[src/rtl/round_decrypt_pkg.sv]
// ----------------------------------------------------------------------------
// round_decrypt_pkg
// Shared definitions for the inverse SPECK round.
//   - Default word width and rotate amounts used as parameter defaults.
//   - Decrypt state codes, which sit next to the encrypt codes in the
//     round-function definitions. Codes above MAX_STATE_DECRYPT are unused.
// No ports (package).
// ----------------------------------------------------------------------------
package round_decrypt_pkg;

  localparam int BLOCK_SIZE     = 32;
  localparam int SHIFT_WIDTH_P0 = 8;
  localparam int SHIFT_WIDTH_P1 = 3;

  localparam int STATE_W = 4;

  // The 4-bit encoding leaves codes 7..15 unused; the FSM sends them to IDLE.
  typedef enum logic [STATE_W-1:0] {
    IDLE_DECRYPT      = 4'd0,
    LOAD_DECRYPT      = 4'd1,
    XOR_WORDS_DECRYPT = 4'd2,
    ROT_KEY_DECRYPT   = 4'd3,
    SUB_DECRYPT       = 4'd4,
    ROL_X0_DECRYPT    = 4'd5,
    RESULT_DECRYPT    = 4'd6
  } dec_state_e;

  localparam logic [STATE_W-1:0] MAX_STATE_DECRYPT = 4'd6;

endpackage

[src/rtl/round_decrypt.sv]
// ----------------------------------------------------------------------------
// round_decrypt
// Inverse SPECK round: undoes one encryption round of a 2-word block using
// one round subkey, as a multi-cycle state machine.
//
// Parameters:
//   WORD_W  word width (block is 2*WORD_W bits)
//   ALPHA   rotate amount on the low word  (must be < WORD_W)
//   BETA    rotate amount on the high word (must be < WORD_W)
//
// Ports:
//   clk             rising-edge clock
//   rst_n           asynchronous active-low reset
//   subkey          round key, held stable from start acceptance to finished
//   ciphertext      {c1 (high), c0 (low)}
//   plaintext       {x1 (high), x0 (low)}, valid while finished is high
//   signal_start    level request, accepted in IDLE only when armed
//   finished        high when plaintext is valid
//   state_response  current state code (debug only)
//
// Configuration macro:
//   SPECK_DEC_MERGED_EN  when defined, LOAD computes the whole inverse round
//                        in one step and jumps straight to RESULT (latency 2).
//                        When undefined, the 7-state sequence is used.
// ----------------------------------------------------------------------------
module round_decrypt
  import round_decrypt_pkg::*;
#(
  parameter int WORD_W = BLOCK_SIZE,
  parameter int ALPHA  = SHIFT_WIDTH_P0,
  parameter int BETA   = SHIFT_WIDTH_P1
) (
  input  logic                  clk,
  input  logic                  rst_n,
  input  logic [WORD_W-1:0]     subkey,
  input  logic [2*WORD_W-1:0]   ciphertext,
  output logic [2*WORD_W-1:0]   plaintext,
  input  logic                  signal_start,
  output logic                  finished,
  output logic [STATE_W-1:0]    state_response
);

  dec_state_e        state;
  logic [WORD_W-1:0] x0;
  logic [WORD_W-1:0] x1;
  logic              armed;

  // True rotates; a rotate by 0 degenerates to v | 0 because a shift by the
  // full width yields zero.
  function automatic logic [WORD_W-1:0] ror_beta(input logic [WORD_W-1:0] v);
    return (v >> BETA) | (v << (WORD_W - BETA));
  endfunction

  function automatic logic [WORD_W-1:0] rol_alpha(input logic [WORD_W-1:0] v);
    return (v << ALPHA) | (v >> (WORD_W - ALPHA));
  endfunction

`ifdef SPECK_DEC_MERGED_EN
  // Whole inverse round in one combinational step, same operation order as
  // the multi-cycle path so results are bit-identical.
  logic [WORD_W-1:0] merged_x1;
  logic [WORD_W-1:0] merged_x0;

  always_comb begin
    merged_x1 = ror_beta(ciphertext[2*WORD_W-1:WORD_W] ^ ciphertext[WORD_W-1:0]);
    merged_x0 = rol_alpha((ciphertext[WORD_W-1:0] ^ subkey) - merged_x1);
  end
`endif

  assign state_response = state;

  // Single FSM block: state, datapath words, handshake and registered outputs.
  // armed re-arms whenever start is seen low, so a start held high through
  // RESULT cannot retrigger the block.
  always_ff @(posedge clk or negedge rst_n) begin
    if (!rst_n) begin
      state     <= IDLE_DECRYPT;
      x0        <= '0;
      x1        <= '0;
      armed     <= 1'b1;
      finished  <= 1'b0;
      plaintext <= '0;
    end else begin
      if (!signal_start) begin
        armed <= 1'b1;
      end
      case (state)
        IDLE_DECRYPT: begin
          if (signal_start && armed) begin
            finished <= 1'b0;
            armed    <= 1'b0;
            state    <= LOAD_DECRYPT;
          end
        end
        LOAD_DECRYPT: begin
`ifdef SPECK_DEC_MERGED_EN
          x0    <= merged_x0;
          x1    <= merged_x1;
          state <= RESULT_DECRYPT;
`else
          x0    <= ciphertext[WORD_W-1:0];
          x1    <= ciphertext[2*WORD_W-1:WORD_W];
          state <= XOR_WORDS_DECRYPT;
`endif
        end
        XOR_WORDS_DECRYPT: begin
          x1    <= x1 ^ x0;
          state <= ROT_KEY_DECRYPT;
        end
        ROT_KEY_DECRYPT: begin
          x1    <= ror_beta(x1);
          x0    <= x0 ^ subkey;
          state <= SUB_DECRYPT;
        end
        SUB_DECRYPT: begin
          // Modular subtract; the borrow out is intentionally dropped.
          x0    <= x0 - x1;
          state <= ROL_X0_DECRYPT;
        end
        ROL_X0_DECRYPT: begin
          x0    <= rol_alpha(x0);
          state <= RESULT_DECRYPT;
        end
        RESULT_DECRYPT: begin
          plaintext <= {x1, x0};
          finished  <= 1'b1;
          state     <= IDLE_DECRYPT;
        end
        default: begin
          state <= IDLE_DECRYPT;
        end
      endcase
    end
  end

endmodule
[config.mk]
export PLATFORM = sky130hd
export DESIGN_NAME = round_decrypt
export DESIGN_NICKNAME = d
export VERILOG_FILES = /design/src/rtl/round_decrypt_pkg.sv /design/src/rtl/round_decrypt.sv
export SDC_FILE = /design/constraint.sdc
export NUM_CORES = 1
export LEC_CHECK = 0
export ABC_AREA = 1
export CAP_MARGIN = 10
export CORE_UTILIZATION = 45
export CTS_CLUSTER_DIAMETER = 40
export DETAILED_ROUTE_END_ITERATION = 10
export GPL_TIMING_DRIVEN = 0
export HOLD_SLACK_MARGIN = 0.03
export PLACE_DENSITY = 0.7
export SLEW_MARGIN = 20
export SYNTH_ARGS = -nofsm -noshare
export SYNTH_HDL_FRONTEND = slang
export SYNTH_SLANG_ARGS = --single-unit
[constraint.sdc]
create_clock -name clk -period 3.5 [get_ports clk]
set_input_delay 0.525 -clock clk [delete_from_list [all_inputs] [get_ports clk]]
set_output_delay 0.525 -clock clk [all_outputs]
set_load 0.05 [all_outputs]
==> impl_metrics.json <==
{
  "fin_util_pct": 59.47,
  "rsz0062_at_grt": "no",
  "critPathRequiredTime_ns": 3.79,
  "io-pin-count": 168,
  "yosysUniqueCellTypes": 48,
  "worst_pin_slew_ns": 0.7341,
  "antenna_found_initial": 0,
  "crit_fanout": 4,
  "start_util_pct": 46.28,
  "crit_end": "x0[12]",
  "drc": 0,
  "yosys.area.top_type": "dfrtp_1",
  "numCtsBuffers": 17,
  "ys_seq_elements": 133,
  "max_slew_margin_pct": 51.06,
  "ys_top_cells_by_count": "nand2_1, inv_1, dfrtp_1",
  "ys_seq_area_share_pct": 36.72,
  "vias_per_cell": 5.202,
  "fin_skew_ns": 0.01026,
  "regToRegEndpoint": "x0[12]",
  "avgRoutedWirePerCell_um": 17.71,
  "drtIter0Drc": 783,
  "outcome": "completed",
  "gr-total-overflow": 0,
  "cp_slowest_stage_delay_ns": 0.41,
  "routed_wirelength_um": 30830,
  "totalNegativeSetupSlack_ns": 0,
  "synth_cells": 1276,
  "fmax_ghz": 0.4032,
  "worst_hold_path_type": "reg2reg",
  "hold_buffers": 1,
  "cts_tree": "built",
  "portBuffers": 166,
  "multiInputGateArea_sq_um": 4664,
  "drv_slew": 0,
  "synth_top_area_share_pct": 36.43,
  "core_area_sq_um": 19590,
  "num_antenna_cells": 0,
  "clock_sinks": 133,
  "place.gp.congestion": 0.9129,
  "die_area_sq_um": 20720,
  "grtUsageTotal_pct": 31.20,
  "min_period_ns": 2.480,
  "setup_violations": 0,
  "num_rows": 51,
  "hpwlAfterDp_um": 24610,
  "netlist_top_cells_area": "dfrtp_1, nand2_1, inv_1, a21oi_1, o21ai_0",
  "post_cts_buffers": 0,
  "area.growth.synth_to_final_pct": 28.50,
  "crit_path_cell_trace": "inv_1 -> ha_1 -> fa_1 -> nor2_1 -> nor2_1 -> inv_1 -> nand2_1 -> nand3_1 -> o21ai_0 -> nand3_1 -> nand2_1 -> o21ai_0",
  "worst_path_max_delay_cell": "dfrtp_1",
  "grt_max_degree": 80,
  "cts.clk_slew.worst_paths_ns": 0.07,
  "dp_slack_ns": 1.056,
  "cap_violations": 0,
  "startpoint": "x0[0]",
  "register_area_sq_um": 3329,
  "nFillCells": 1865,
  "synthArstFlopShare_pct": 100.0,
  "syn_nets": 1408,
  "grt_pass1_vias": 8487,
  "synth_edf_count": 0,
  "ys_warn_count": 0,
  "timing_hold_violations_final": 0,
  "start_kind": "flop",
  "die_y_um": 143.9,
  "r2r-start": "x0[0]",
  "synthFlopType": "dfrtp_1",
  "nets": 1595,
  "die_w_um": 143.9,
  "ff2ff_path_depth": 12,
  "finalWorstSetupSlack_ns": 1.020,
  "synth.cell_area_sq_um": 9066,
  "criticalPathCategory": "reg2reg",
  "ant_nets": 0,
  "vias": 9056,
  "drive_above_1_share_pct": 9.417,
  "crit_arrival_ns": 2.77,
  "cts_max_level": 4,
  "clockBufferDepth": 2,
  "root_buffer": "clkbuf_16",
  "synth_most_common_cell": "nand2_1",
  "period_share_pct": 70.87,
  "grt_first_pass_wirelength_um": 47350,
  "syn_avg_cell_area_sq_um": 7.105,
  "drt_first_pass_iters": 6,
  "post_cts_resize_count": 0,
  "clock_latency_ns": 0.43,
  "r2r_slack_ns": 1.02,
  "endpoint_kind": "flop"
}
==> per-stage QoR <==
step | instance area, sq um | instances | hold WS [ns]
finish | 11650 | 1741 | 0.4816
global route | 11650 | 1741 | 0.4954
global placement | 11060 | 1707 | 0.4673
floorplan | 9066 | 1276 | 0.2294
detailed placement | 11090 | 1708 | 0.4624
CTS | 11650 | 1741 | 0.4875
==> logic make-up after synthesis <==
logic type	after synthesis	synth area share, %
xor+xnor	29	2.802
mux	10	1.242
buf+inv	254	11.83
simple gates	531	24.19
fa+ha+maj	33	4.637
other cells	1	0.04136
compound gates	285	18.53
flops	133	36.72
==> worst min path at each step <==
stage / start / end / slack, ns / cells past startpoint
2_1_floorplan: rst_n / finished / 0.23 / 0
3_3_place_gp: plaintext[48] / plaintext[48] / 0.47 / 2
3_5_place_dp: rst_n / plaintext[37] / 0.46 / 1
4_1_cts: plaintext[50] / plaintext[50] / 0.49 / 2
5_1_grt: plaintext[43] / plaintext[43] / 0.50 / 2
6_report: plaintext[55] / plaintext[55] / 0.48 / 2
==> layout make-up <==
cell class              instances  share of cell area [%]
clock inverters                15                   1.053
well taps                     265                   2.846
plain buffers                  47                   2.384
clock buffers                  17                   3.652
multi-input cells             889                   40.04
repair buffers                168                   14.63
inverters                     207                   6.820
flip-flops and latches        133                   28.58
==> flip-flops by register name, summed over array words and instances, names as in the netlist <==
signal          cells
finished            1
x1                 32
x0                 32
state_response      3
armed               1
plaintext          64
==> layout by cell type (no fill, tap or decap), types with 6 or more instances in the layout <==
master           count
a21oi_1            110
a21oi_2             10
a22oi_1              6
buf_2               19
buf_6                6
clkbuf_1            14
clkbuf_16           17
clkdlybuf4s50_1    165
dfrtp_1            132
ha_1                32
inv_1              202
inv_6                6
mux2_2              10
nand2_1            395
nand3_1             56
nor2_1              48
o21ai_0            107
o21ai_1              6
o21ai_2             11
o221a_2             19
or2_2               10
xnor2_1             17
xor2_1              12
==> critical path: cells and delay by family (launching register included) <==
kind,cells,cell delay (ns)
buf+inv,2,0.32
compound gates,2,0.40
simple gates,6,0.74
fa+ha+maj,2,0.46
flops,1,0.41
==> per-layer routing <==
| layer | global-route usage, % | vias to the layer above | wire length (um) |
|---|---|---|---|
| li1 | - | 4472 | - |
| met1 | 45.36 | 4183 | 14610 |
| met2 | 47.88 | 361 | 13370 |
| met3 | 3.499 | 40 | 2079 |
| met4 | 10.47 | 0 | 768 |
| met5 | 0 | - | 0 |
Power is left out: the tool's default activity adds up to more than one toggle a clock period on the data nets, which glitch-free logic cannot reach.
